--- src/rtl/hs32_execute3.sv ---
// HS32 stage-3 execute/writeback: ALU, NZCV flags, registered result, regfile write and forwarding.
// Optional iterative shift-add multiplier with back-pressure, compiled in with `HS32_MUL_EN.

package hs32_pkg;
    typedef struct packed {
        logic       neg;
        logic       sub;
        logic       cen;
        logic [1:0] opr;
        logic       fwe;
    } hs32_aluctl;

    typedef struct packed {
        logic [31:0] d1;
        logic [31:0] d2;
        logic [3:0]  rd;
        logic        we1;
        logic        we2;
        hs32_aluctl  ctl;
    } hs32_s2pkt;

    typedef struct packed {
        logic [31:0] res;
        logic [3:0]  rd;
        logic        we;
    } hs32_s3pkt;
endpackage

module hs32_execute3
    import hs32_pkg::*;
(
    input  logic        clk,
    input  logic        rstn,
    input  hs32_s2pkt   data_i,
    input  logic        valid_i,
    output logic        ready_o,
`ifdef HS32_MUL_EN
    input  logic        mul_i,
`endif
    output hs32_s3pkt   data_o,
    output logic        valid_o,
    output logic [3:0]  rd3_o,
    output logic        stl3_o,
    output logic [3:0]  wp_addr_o,
    output logic [31:0] wp_data_o,
    output logic        wp_we_o,
    output logic [3:0]  flags_o
);
    localparam int FN = 3;
    localparam int FZ = 2;
    localparam int FC = 1;
    localparam int FV = 0;

    hs32_s3pkt   data_q, data_d;
    logic        valid_q, valid_d;
    logic [3:0]  flags_q, flags_d;
    logic        accept;
    logic        mul_req;

    logic [31:0] b;
    logic        cin;
    logic [32:0] sum;
    logic [31:0] alu_res;

    logic        unused_we2;
    assign unused_we2 = data_i.we2;

`ifdef HS32_MUL_EN
    typedef enum logic {IDLE = 1'b0, MUL = 1'b1} state_e;

    state_e      state_q, state_d;
    logic [5:0]  cnt_q, cnt_d;
    logic [31:0] mcand_q, mcand_d;
    logic [31:0] mplier_q, mplier_d;
    logic [31:0] acc_q, acc_d;
    logic [31:0] acc_step;
    logic [3:0]  mrd_q, mrd_d;
    logic        mwe_q, mwe_d;
    logic        mfwe_q, mfwe_d;

    assign mul_req = mul_i;
    assign ready_o = rstn & (state_q == IDLE);
`else
    assign mul_req = 1'b0;
    assign ready_o = rstn;
`endif

    assign accept = valid_i & ready_o;

    always_comb begin
        b       = data_i.ctl.neg ? ~data_i.d2 : data_i.d2;
        cin     = data_i.ctl.cen ? flags_q[FC] : data_i.ctl.sub;
        sum     = {1'b0, data_i.d1} + {1'b0, b} + {32'd0, cin};
        case (data_i.ctl.opr)
            2'd0:    alu_res = sum[31:0];
            2'd1:    alu_res = data_i.d1 & b;
            2'd2:    alu_res = data_i.d1 | b;
            default: alu_res = data_i.d1 ^ b;
        endcase
    end

    always_comb begin
        // NOTE: every next-state signal is defaulted before any branch so no latch can be inferred.
        valid_d = 1'b0;
        data_d  = data_q;
        flags_d = flags_q;

        if (accept && !mul_req) begin
            data_d  = '{res: alu_res, rd: data_i.rd, we: data_i.we1};
            valid_d = 1'b1;
            if (data_i.ctl.fwe) begin
                flags_d[FN] = alu_res[31];
                flags_d[FZ] = (alu_res == 32'd0);
                if (data_i.ctl.opr == 2'd0) begin
                    flags_d[FC] = sum[32];
                    flags_d[FV] = (data_i.d1[31] == b[31]) & (alu_res[31] != data_i.d1[31]);
                end
            end
        end

`ifdef HS32_MUL_EN
        state_d  = state_q;
        cnt_d    = cnt_q;
        mcand_d  = mcand_q;
        mplier_d = mplier_q;
        acc_d    = acc_q;
        mrd_d    = mrd_q;
        mwe_d    = mwe_q;
        mfwe_d   = mfwe_q;
        acc_step = acc_q + (mplier_q[0] ? mcand_q : 32'd0);

        case (state_q)
            IDLE: begin
                if (accept && mul_req) begin
                    state_d  = MUL;
                    cnt_d    = 6'd0;
                    mcand_d  = data_i.d1;
                    mplier_d = data_i.d2;
                    acc_d    = 32'd0;
                    mrd_d    = data_i.rd;
                    mwe_d    = data_i.we1;
                    mfwe_d   = data_i.ctl.fwe;
                end
            end
            MUL: begin
                // Only the low 32 product bits are kept, so the multiplicand may shift out of range.
                mcand_d  = mcand_q << 1;
                mplier_d = mplier_q >> 1;
                acc_d    = acc_step;
                cnt_d    = cnt_q + 6'd1;
                if (cnt_q == 6'd31) begin
                    state_d = IDLE;
                    cnt_d   = 6'd0;
                    data_d  = '{res: acc_step, rd: mrd_q, we: mwe_q};
                    valid_d = 1'b1;
                    if (mfwe_q) begin
                        flags_d[FN] = acc_step[31];
                        flags_d[FZ] = (acc_step == 32'd0);
                    end
                end
            end
            default: state_d = IDLE;
        endcase
`endif
    end

    // NOTE: sequential state uses non-blocking assignments so every register samples pre-edge values.
    always_ff @(posedge clk) begin
        if (!rstn) begin
            data_q  <= '0;
            valid_q <= 1'b0;
            flags_q <= 4'd0;
`ifdef HS32_MUL_EN
            state_q <= IDLE;
            cnt_q   <= 6'd0;
`endif
        end else begin
            data_q  <= data_d;
            valid_q <= valid_d;
            flags_q <= flags_d;
`ifdef HS32_MUL_EN
            state_q <= state_d;
            cnt_q   <= cnt_d;
`endif
        end
    end

`ifdef HS32_MUL_EN
    // NOTE: multiplier datapath registers carry no reset; they are only consumed in MUL, which reset exits.
    always_ff @(posedge clk) begin
        mcand_q  <= mcand_d;
        mplier_q <= mplier_d;
        acc_q    <= acc_d;
        mrd_q    <= mrd_d;
        mwe_q    <= mwe_d;
        mfwe_q   <= mfwe_d;
    end
`endif

    assign data_o    = data_q;
    assign valid_o   = valid_q;
    assign rd3_o     = data_q.rd;
    assign stl3_o    = valid_q & data_q.we;
    assign wp_addr_o = data_q.rd;
    assign wp_data_o = data_q.res;
    assign wp_we_o   = valid_q & data_q.we;
    assign flags_o   = flags_q;

endmodule

--- config.mk ---
export PLATFORM = sky130hd
export DESIGN_NAME = hs32_execute3
export DESIGN_NICKNAME = d
export VERILOG_FILES = /design/src/rtl/hs32_execute3.sv
export SDC_FILE = /design/constraint.sdc
export NUM_CORES = 1
export LEC_CHECK = 0
export ABC_AREA = 1
export CAP_MARGIN = 30
export CORE_MARGIN = 2
export CORE_UTILIZATION = 26
export CTS_BUF_LIST = sky130_fd_sc_hd__clkbuf_4
export CTS_CLUSTER_SIZE = 40
export DETAILED_ROUTE_END_ITERATION = 8
export GPL_ROUTABILITY_DRIVEN = 0
export HOLD_SLACK_MARGIN = 0.02
export PLACE_DENSITY_LB_ADDON = 0.05
export SETUP_SLACK_MARGIN = 0.2
export SLEW_MARGIN = 20
export SYNTH_ARGS = -nofsm -noshare
export SYNTH_HDL_FRONTEND = slang
export SYNTH_SLANG_ARGS = --single-unit
--- constraint.sdc ---
create_clock -name clk -period 5.4 [get_ports clk]
set_clock_uncertainty 0.2 [all_clocks]
set_input_delay 1.35 -clock clk [delete_from_list [all_inputs] [get_ports clk]]
set_output_delay 1.35 -clock clk [all_outputs]
set_load 0.05 [all_outputs]
==> summary by stage, run 1 <==
Status
The flow ran to the end, and the final reports show no timing, DRC or antenna violations.

Timing
The highest clock rate is 220 MHz. The accumulated negative setup slack is 0 ps. The final critical path takes up 84.2% of the cycle. Setup repair after global routing left no endpoint under its margin. The count of final hold-check violations is 0. The pin slew with the least headroom to its limit is roughly 670 ps.

The clock period could shrink to roughly 4500 ps. Setup violations remaining at the end of the flow were counted as 0. The slack of the critical path is about 850 ps. The number of pins exceeding their max-slew limit in the final report is 0. The relative slew slack is between 50% and 60%. The final worst hold slack is ~270 ps.

Critical path
At the worst endpoint, the arrival time is 4660 ps. The endpoint of the worst-slack reg-to-reg timing path is flags_o[2]. Along the worst path, the maximum fanout reaches 4. STA classifies the critical path endpoint as a flip-flop. The cell with the most instances on the worst path is sky130_fd_sc_hd__nand2_1. The reg2reg setup slack is around 1900 ps.

The launch instance of the worst register-to-register path is flags_o[1]. For the worst setup path, the data required time is ~5500 ps. Broken down by cell family, the worst path's largest delay share belongs to simple AND/OR/NAND/NOR gates. Walking the worst path, the cells encountered are clkdlybuf4s50_1, mux2_2, fa_1, inv_1, fa_1, inv_1, nand2_1, nand2_1, and2_1, nand2_1, nand4_1, nand3_1, nand2_1, nor2_1, nand2_1, nor2_1, nand3_1, nor2_1, nand3_1, a21oi_1. For the worst flop-to-flop path, the logic depth is 20.

The worst setup path is of the in2reg kind. The worst setup path is launched from an input pin. The largest individual stage delay along the critical path comes from the cell sky130_fd_sc_hd__clkdlybuf4s50_1.

The stage delay of the slowest cell on the critical path is approximately 460 ps. The critical path contains buffers and inverters numbering 3 combined.

Global route
The number of global-route vias before repair is between 6000 and 7000. The first-pass GRT wire length is about 34000 um. For this run, the total global-route usage over all layers was measured as approximately 17%. After global routing the overflow that remains totals 0. Entering global routing, the biggest net connects 35 pins.

The initial antenna violation count was 1.

Floorplanning
The total die area is approximately 0.025 mm2. In this run the vertical extent of the chip is between 150 and 200 um. The starting utilization of the core area is a little over a quarter. After floorplanning, the core was divided into 56 placement rows. The core region is 0.0235 mm2. Measured along the x axis, the die boundary spans 159 um. During I/O placement, the number of pins put on the boundary was approximately 160.

Synth
The synthesized instance count is approximately 1100. The proportion of register bits with asynchronous set or reset after synthesis is 0%. The synthesized design devotes to its leading area cell type 19.3% of total area. The most frequently used flop master after synthesis is sky130_fd_sc_hd__dfxtp_1. Ranked by total cell area, the synthesized netlist is headed by sky130_fd_sc_hd__nand2_1 19%, sky130_fd_sc_hd__inv_1 15%, sky130_fd_sc_hd__dfxtp_1 13%.

Of the synthesized area, sequential elements account for 13.4%. In this run, synthesis produced a sequential element count of 42. Counting flops with a built-in enable in the synthesized netlist gives 0. The most frequent cell after synthesis is sky130_fd_sc_hd__nand2_1. By count the netlist is led by 322 x sky130_fd_sc_hd__nand2_1, 248 x sky130_fd_sc_hd__inv_1, 102 x sky130_fd_sc_hd__nor2_1. The number of distinct standard cells referenced by the synthesized netlist is 33. Averaged over all synthesized cells, the footprint is 5.61 um2. The number of nets produced by synthesis is 1260. The synthesized netlist occupies a cell area of between 0.006 and 0.007 mm2. The warning count from the yosys run is 0.

The synthesized design spends more area on one cell type than any other, namely sky130_fd_sc_hd__nand2_1.

Clocking
TritonCTS built the clock tree. The number of resized instances in the post-cts repair step is 0. The clock sink total is 42. The number of setup buffers added after CTS is 0. The CTS buffer count is 5. The CTS root buffer is sky130_fd_sc_hd__clkbuf_4.

In this run, post-CTS hold repair placed 0 buffers. The maximum root-to-sink buffer count is 2. The clock-pin slew reported for the worst setup and hold paths after clock tree synthesis is 140 ps. The H-tree was split into 2 levels. The insertion delay to the later sink of the worst-skew pair is ~370 ps.

Route
The iteration count of the initial detailed-routing pass is 5. Summed over all layers, the routed wires come to 21400 um. The average detailed-routed wire length per instance is 13.9 um. The number of nets with antenna violations after detailed routing is 0. The first-iteration detailed-routing DRC count is ~350. The routed via count is roughly 6700. The detailed-route DRC error count is 0. The via density per instance is 4.35.

Cells and area
The finished cells cover 0.00796 mm2. The number of fill cells is roughly 2800. The relative area change from synthesis to final layout is 27.2%.

The layout net count is 1369. The area of all sequential standard cells is around 840 um2. Cells with a size suffix above 1 make up under 10% of the layout. The final standard cell count with taps included and fillers excluded is around 1500. The multi-input logic area is 0.00405 mm2. Once layout is complete, the utilization of the core stands at between 30% and 40%.

Min path
The startpoint of the lowest-slack hold path is flags_o[2]. The worst min-delay path class is reg2reg. The worst hold path depth is 2. For hold timing, the worst endpoint is flags_o[2].

Flow run
Max-cap violations in this run came to 0.

Placed design
The number of instances in the placed design is between 1500 and 2000. The post-detailed-placement half-perimeter wirelength is between 15000 and 20000 um. In this run the cell area measured after placement is just under 0.008 mm2. Port buffering added ~160 buffers. At the placement stage, the worst setup path has a slack of 476 ps.

Power and ir drop
The total power after layout is 1.51 mW. The standby leakage power is around 4.3 nW. The worst-case IR drop observed on VDD is around 0.072 mV. The power density of the placed cells is around 190 mW/mm2.
final cells by class:
class / count / share of cell area, %
clock inverters: 3 / 0.204
clock buffers: 5 / 0.471
well taps: 319 / 5.01
diodes: 1 / 0.0314
multi-input cells: 754 / 50.8
flip-flops and latches: 42 / 10.6
inverters: 251 / 11.8
repair buffers: 170 / 21.1
sequential cells by signal, indices dropped and copies added (netlist names):
name and flops:
wp_data_o 32, data_o 1, valid_o 1, flags_o 4, rd3_o 4
tightest hold or removal path: stages (launching register included):
cell and delay [ps]:
sky130_fd_sc_hd__dfxtp_1 340, sky130_fd_sc_hd__nand2_1 60, sky130_fd_sc_hd__a21oi_1 50
routing by layer:
metal | part of all wire, % | GRT usage [%]
met1 | 50 | 23.1
met2 | 45 | 28.6
met3 | 4.0 | 1.77
met4 | 0.96 | 2.93
met5 | 0 | 0
worst max-delay path by stage:
stage               from         end  slack [ps]  cells past startpoint
2_1_floorplan  data_i[5]  flags_o[2]         990                     22
5_1_grt        data_i[3]  flags_o[2]         610                     20
4_1_cts        data_i[3]  flags_o[2]         870                     20
6_report       data_i[3]  flags_o[2]         850                     20
3_5_place_dp   data_i[3]  flags_o[2]         480                     20
3_3_place_gp   data_i[3]  flags_o[2]         520                     20
layout by cell type (no fill, tap or decap), drive strengths merged, types with 5 or more instances in the layout:
cell type and n:
nand3b 8, a21oi 29, xnor2 32, clkbuf 5, nand3 84, nand4 15, nor2 110, o211ai 17
ha 64, inv 251, o22ai 22, nand2 325, clkdlybuf4s50 161, o21ai 34, buf 9, dfxtp 42
logic make-up after synthesis:
kind of cell	count (synthesis)	synth area share, %
adder cells (fa/ha/maj)	66	13.4
multiplexers	1	0.180
AO/OA/AOI/OAI	106	9.79
AND/OR/NAND/NOR	549	36.8
flip-flops	42	13.4
buffers and inverters	319	21.9
XOR/XNOR	32	4.48
where the power goes:
group	switching, mW	leakage [nW]	total, mW	internal, mW
clock network	0.107	0.0286	0.156	0.0485
registers	0.0206	0.348	0.355	0.335
logic	0.657	3.92	1.00	0.343
total	0.785	4.30	1.51	0.726
(Power assumes the default switching activity.)
==> run 2, diff against run 1 <==
- clock period: 5.4 -> 3.7 ns (I/O delays scaled with it)
==> summary by stage, run 2 (same netlist as run 1, synthesis figures left out) <==
Status
The run finished with clean final reports.

Floorplanning
The initial utilization of the core area, before any placement, comes to 26.6%. The x dimension of the die is 159 um. The number of rows created at floorplan is between 50 and 60. The height of the chip is roughly 160 um. The I/O pin total is about 160. The die covers around 0.025 mm2. In this run the standard cell core region covers between 0.02 and 0.025 mm2.

Power and ir drop
In this run, the combinational gates consume 71.8% of the power. The share of total power dissipated in the clock network is 8.4%. The switching power of the nets is about 1.3 mW. For this design the static power due to leakage is 5.25 nW.

The share of total power consumed by net switching is a little under half. The completed layout was analyzed and its total power is 2.62 mW. Power spread over the standard cell area amounts to between 200 and 300 mW/mm2. The internal power of the cells is about 1.4 mW.

Of the total power, registers draw between 10% and 20%. IR analysis of the VDD net gives a maximum drop of roughly 0.13 mV.

Clocking
The TritonCTS clock tree is yes. After clock tree synthesis, the flow added hold-fix buffers numbering 0. The clock reaches the later pin of the worst-skew pair after ~350 ps. Clock tree synthesis inserted a total of 5 buffers. After clock tree synthesis, the clock-pin slew on the worst setup and hold paths is approximately 120 ps. The clock passes through at most 2 buffers. CTS placed an instance of sky130_fd_sc_hd__clkbuf_4 at the clock tree root. CTS built an H-tree with a depth of 2. CTS saw 42 sinks.

Placed design
The number of I/O port buffers is around 160. The HPWL after detailed placement is just under 20000 um. Counting tap cells, the placed design contains a total of about 1700 instances.

Critical path
The signal on the critical path passes through clkdlybuf4s50_1, xnor2_2, ha_2, nand2_2, inv_1, nand2_1, nor3_2, nand2_2, nand2_2, buf_4, nand2_1, nand3_1, nand2_1, nor2_1, buf_4, nand2_1, nor2_1, nand3_1, nor2_2, nand3_1, a21oi_1. The endpoint required time on the critical path is around 3800 ps. The number of buffers and inverters on the critical path is 4. The stage delay of the slowest cell on the critical path is between 400 and 500 ps.

The launching element type of the critical path is an input pin. The maximum fanout encountered on the critical timing path is 4. The cell type of the slowest stage on the worst timing path is sky130_fd_sc_hd__clkdlybuf4s50_1. STA classifies the critical path endpoint as a flip-flop.

The cell type group with the largest total delay on the critical path is simple AND/OR/NAND/NOR gates. The worst path arrival time is 3520 ps. Counting stages on the worst path, the most repeated cell is sky130_fd_sc_hd__nand2_1. By startpoint and endpoint, the worst setup path is classified as in2reg.

Cells and area
The layout net count is about 1500. The relative area change from synthesis to final layout is 54.6%. The number of fill cells is 2660. The register with the most flip-flops in the layout has 32 of them. The total inserted antenna cells is 0. The fraction of the core area covered by cells at the end of the flow is about two fifths. The fraction of final layout cells sized beyond drive strength 1 is around 22%.

The final standard cell count with taps included and fillers excluded is between 1500 and 2000. The library cell used most frequently in the layout, excluding fill and tap cells, is sky130_fd_sc_hd__nand2_1. The library cells used most frequently in the layout, excluding fill and tap cells, are 285 x sky130_fd_sc_hd__nand2_1, 238 x sky130_fd_sc_hd__inv_1, 161 x sky130_fd_sc_hd__buf_4.

Route
The iteration count of the initial detailed-routing pass is 4. After detailed routing, the number of remaining DRC violations is 0. Dividing the detail-routed wire length by the instance count gives approximately 13 um. The via density per instance is 4.27. The final layout contains routed wiring with a total length of 22900 um.

For this block, the initial DRC count from the detailed router was roughly 290. The detail route stage leaves a number of antenna-violating nets equal to 0. The routed via count is just over 7000.

Timing
Static timing analysis puts the maximum clock frequency at between 200 and 300 MHz. The count of final hold-check violations came to 0. Setup repair after global routing could not meet its margin everywhere. Setup violations remaining at the end of the flow were counted as 0. At the pin with the least slew margin, the transition time is between 500 and 600 ps.

The final worst hold slack is around 280 ps. The number of pins exceeding their max-slew limit in the final report came to 0. After layout, the worst path uses 92.8% of the clock period. The accumulated negative setup slack is 0 ps. The routed design could run at a clock period as short as between 3000 and 4000 ps. The relative slew slack is roughly three fifths.

Global route
The maximum number of pins on one net before global-route repair is 34. For this run, the total global-route usage over all layers was measured as 17.9%. The first global-routing pass estimated roughly 37000 um of wire. The number of global-route vias before repair is a little over 7000. The initial antenna violation count was 0.

After global routing the overflow that remains totals 0.

Min path
The path class of the tightest hold or removal check is reg2reg.

Flow run
The max capacitance violation total is 0.
run 2: worst paths after layout:
path | endpoint | depth (start not counted) | startpoint | slack [ps]
setup / recovery | flags_o[2] | 21 | data_i[21] | 270
hold / removal | flags_o[0] | 2 | flags_o[0] | 280
setup reg to reg | flags_o[2] | 20 | flags_o[1] | 760
hold reg to reg | flags_o[0] | 2 | flags_o[0] | 280
run 2: worst reg2reg max path, cell delays in order, from the launching register on:
cell and delay, ps:
sky130_fd_sc_hd__dfxtp_1 360, sky130_fd_sc_hd__mux2_4 280, sky130_fd_sc_hd__fa_2 350, sky130_fd_sc_hd__inv_2 60
sky130_fd_sc_hd__fa_2 210, sky130_fd_sc_hd__inv_2 50, sky130_fd_sc_hd__nand2_2 60, sky130_fd_sc_hd__nand2_2 70
sky130_fd_sc_hd__and2_4 150, sky130_fd_sc_hd__nand2_4 60, sky130_fd_sc_hd__nand3_4 90, sky130_fd_sc_hd__buf_4 150
sky130_fd_sc_hd__nand2_2 70, sky130_fd_sc_hd__nand3_1 70, sky130_fd_sc_hd__nand3_1 90, sky130_fd_sc_hd__nand3_2 70
sky130_fd_sc_hd__nor2_1 90, sky130_fd_sc_hd__nand2_1 60, sky130_fd_sc_hd__nor2_2 130, sky130_fd_sc_hd__nand3_1 80
sky130_fd_sc_hd__a21oi_1 110
run 2: repair_timing:
action                     4_1_cts  5_1_grt
gates resized for setup         59       71
pin swaps                       32       25
setup buffers                    6        9
setup endpoints to repair       20       13
run 2: power by group through the flow:
| stage | combinational (mW) | sequential [mW] | clock (mW) |
|---|---|---|---|
| finish | 1.88 | 0.518 | 0.220 |
| global route | 2.07 | 0.524 | 0.255 |
| CTS | 1.82 | 0.519 | 0.231 |
| detailed placement | 1.75 | 0.529 | 0 |
| global placement | 1.75 | 0.528 | 0 |
| floorplan | 0.911 | 0.647 | 0 |
run 2: metal layers:
layer	wire length, um	vias up	GRT usage, %
met3	649	8	2.03
li1	-	3901	-
met1	11100	3243	23.6
met4	151	0	1.57
met2	11000	110	32.4
met5	0	-	0
run 2: metrics by stage:
step | instance area [um2] | setup WS (ps)
5_1_grt | 9680 | 66.9
2_1_floorplan | 6300 | 190
4_1_cts | 9350 | 202
6_report | 9680 | 266
3_3_place_gp | 9060 | -485
3_5_place_dp | 9060 | -539
run 2: layout make-up:
cell class	instances	area [um2]	share of cell area, %
clock buffer	5	37.5	0.388
multi-input combinational	754	4520	46.7
inverter	251	942	9.73
clock inverter	2	10.0	0.103
timing repair buffer	328	2930	30.3
tap	319	399	4.12
sequential	42	841	8.69
==> run 3, diff against run 2 <==
- ABC_AREA: 1 -> 0
- CORE_UTILIZATION: 26 -> 45
==> summary by stage, run 3 <==
Route
The first routing iteration left between 600 and 700 violations. The met3 layer wire length in the routed design is 1710 um. The average detailed-routed wire length per instance is approximately 17 um. The routed via count is 6944.

Dividing the detail-routed via count by the number of cells gives between 5 and 6. The total wire length after detailed routing is approximately 21000 um. After detailed routing, the wire length on met1 is ~8300 um. The detailed-route DRC error count is 0. Once detail routing completed, the nets flagged for antenna violations numbered 0. The first detailed-routing pass ran for 6 iterations. The top metal layer carrying routed signals is met4.

The met2 wirelength from detailed routing is 10100 um.

Synth
The complex-gate fraction of the synthesized area is between 20% and 30%. The sequential cell area fraction in the yosys report is around 15%. The combinational family with the most area after synthesis is compound AO/OA/AOI/OAI gates.

The synthesis-stage register bit count is 42. After technology mapping, the gate count stands at 783. By area the synthesized netlist is led by sky130_fd_sc_hd__dfxtp_1 15%, sky130_fd_sc_hd__ha_1 14%, sky130_fd_sc_hd__buf_4 5.5%. Multiplexer cells account for under 10% of the synthesized area. The post-synthesis share of cell area spent on xor and xnor gates is 6.01%.

Among all cell types in the netlist, the one instantiated most often is sky130_fd_sc_hd__inv_1. The proportion of register bits with asynchronous set or reset after synthesis is 0%. The adder-cell share of the synthesized area is 14.8%. The number of enable flip-flop cells after synthesis is 0. The top-area cell type share of the netlist area is 14.8%. Summed over all instances, the cell type with the most area after synthesis is sky130_fd_sc_hd__dfxtp_1. In the synthesized netlist the dominant register cell turns out to be sky130_fd_sc_hd__dfxtp_1. A synthesized cell averages approximately 7.3 um2. Sorting the synthesized cells by how often they occur yields 82 x sky130_fd_sc_hd__inv_1, 69 x sky130_fd_sc_hd__nor2_1, 64 x sky130_fd_sc_hd__ha_1. The Yosys step of the flow raised 0 warnings. The post-synthesis share of cell area spent on and, or, nand and nor gates is around 18%.

The mapped cell area is ~0.0057 mm2. The number of nets produced by synthesis is 928. Counting distinct cell types in the post-synthesis netlist gives a little under 80.

Timing
For the pin with the worst max-slew slack, the measured transition is approximately 600 ps. Final hold analysis gives a worst-case slack of 288 ps. The number of pins exceeding their max-slew limit in the final report is 0.

In the finished design, the share of the clock period the worst path needs comes to 109%. Across all setup checks in the final design, the least slack found is -330 ps. The shortest period the worst path allows is around 4000 ps. The highest clock rate is 248 MHz. The number of setup violations in the final report is 12. The count of final hold-check violations is 0. Summed over all failing endpoints, the final setup total negative slack is -1960 ps. The relative slew slack is approximately three fifths. Setup repair after global routing could not meet its margin everywhere.

Global route
The first-pass GRT wire length is 32200 um. The number of global-route vias before repair came to 6742. The maximum number of pins on one net before global-route repair is between 40 and 50.

For this run the aggregate overflow at the end of global routing stands at 0. Global routing used around 30% of the available tracks. The initial antenna violation count is 0.

Floorplanning
The I/O pin total is 164. The total die area is between 0.01 and 0.015 mm2. The total area inside the core boundary comes to roughly 0.012 mm2.

After floorplanning, the core was divided into 41 placement rows. The floorplan step set the die width to approximately 120 um. The height of the chip is 116 um. The starting utilization of the core area is a little under half.

Critical path
STA puts the critical path data arrival time at a little over 4000 ps. The worst setup path is launched from an input pin. The cell type of the slowest stage on the worst timing path is sky130_fd_sc_hd__clkdlybuf4s50_1. The buffer and inverter count on the worst path is 3. For the worst setup path, the data required time is between 3000 and 4000 ps. The maximum fanout encountered on the critical timing path is 3.

The critical path in this run is classified as in2reg. The cell type group with the largest total delay on the critical path is compound AO/OA/AOI/OAI gates. The worst setup path is captured at a flip-flop. For this run, the slowest stage of the critical path takes slightly below 500 ps. Traced cell by cell, the critical path runs through clkdlybuf4s50_1, inv_2, ha_4, nand3_4, buf_4, o22a_2, a21oi_4, o211ai_4, a211oi_4, o31ai_4, nor3b_2, o32a_1, xnor2_1, or3_1, a21oi_1.

Min path
The worst min-delay path class is reg2reg.

Cells and area
Fill cells in the final layout number approximately 900. With fillers left out, the area of the finished cells amounts to ~0.0097 mm2. The final standard cell count with taps included and fillers excluded is ~1300. The relative area change from synthesis to final layout is 69.9%. Leaving out fill and tap cells, the most frequent cell in the layout is sky130_fd_sc_hd__buf_4. The library cells used most frequently in the layout, excluding fill and tap cells, are 204 x sky130_fd_sc_hd__buf_4, 140 x sky130_fd_sc_hd__clkdlybuf4s50_1, 71 x sky130_fd_sc_hd__inv_1.

0 antenna diodes ended up in the layout. The fraction of final layout cells sized beyond drive strength 1 is 35.5%. The number of flip-flops under the largest register name is 32. The final layout contains 1233 nets. The fraction of the core area covered by cells at the end of the flow is between 70% and 80%.

Clocking
The root buffer cell chosen for the clock tree is sky130_fd_sc_hd__clkbuf_4. The TritonCTS clock tree is yes. The longest clock path from root to sink contains 2 buffers. In this run the number of H-tree levels came out at 2.

TritonCTS created 5 clock buffers. The clock sink total is 42. The clock reaches the later pin of the worst-skew pair after 340 ps.

Clock-pin slew was measured on the worst setup and hold paths at around 110 ps.

Placed design
The post-detailed-placement half-perimeter wirelength is between 15000 and 20000 um. After detailed placement, the design holds a cell count of ~1200. Before CTS, the worst setup slack after placement is -1030 ps. The placed instances occupy a cell area of 0.00859 mm2. The number of I/O port buffers is approximately 160.

Power and ir drop
The design draws between 2 and 3 mW. The power density of the placed cells is 293 mW/mm2. The standby leakage power is 4.37 nW. VDD sags by at most between 0.1 and 0.15 mV.

Status
The flow ran to the end, but the final reports show violations. The checks that failed: setup timing.

Flow run
Across the run, the number of max-cap violations was 0.
run 3: cell families after synthesis:
kind of cell,after synthesis
and+or+nand+nor,217
muxes,23
DFF,42
AOI/OAI and AO/OA,226
buffers and inverters,170
xor gates and xnor gates,39
adders and majority gates,66
run 3: path summary, 6_finish.rpt:
| kind | to | startpoint | cells after the start | slack (ps) |
|---|---|---|---|---|
| hold reg to reg | flags_o[0] | flags_o[0] | 2 | 290 |
| setup reg to reg | flags_o[2] | flags_o[1] | 15 | 100 |
| hold / removal | flags_o[0] | flags_o[0] | 2 | 290 |
| setup / recovery | flags_o[0] | data_i[51] | 15 | -330 |
run 3: worst min-delay path: stages (launching register included):
cell	delay, ps
sky130_fd_sc_hd__dfxtp_1	340
sky130_fd_sc_hd__nand2_1	60
sky130_fd_sc_hd__a21oi_1	50
run 3: area by class of cell:
| type | count | area, um2 | share of cell area, % |
|---|---|---|---|
| Sequential cell | 42 | 841 | 8.70 |
| Clock inverter | 2 | 33.8 | 0.350 |
| Inverter | 83 | 312 | 3.23 |
| Tap cell | 172 | 215 | 2.23 |
| Multi-Input combinational cell | 571 | 4840 | 50.1 |
| Clock buffer | 5 | 37.5 | 0.389 |
| Timing Repair Buffer | 385 | 3380 | 35.0 |
run 3: power by group:
part	total [mW]	switching, mW	internal, mW
Combinational	2.03	1.10	0.930
Sequential	0.524	0.0331	0.491
Clock	0.276	0.139	0.137
run 3: layer usage:
| layer | GRT usage (%) | up-vias |
|---|---|---|
| li1 | - | 3281 |
| met1 | 36.4 | 3228 |
| met3 | 4.26 | 76 |
| met4 | 11.3 | 0 |
| met5 | 0 | - |
| met2 | 51.6 | 359 |
run 3: timing repair:
item / CTS / global route
hold endpoints to repair: 0 / 0
hold buffers: 0 / 0
setup endpoints to repair: 30 / 26
pin swaps: 70 / 48
buffers inserted: 24 / 10
resized for setup: 119 / 66
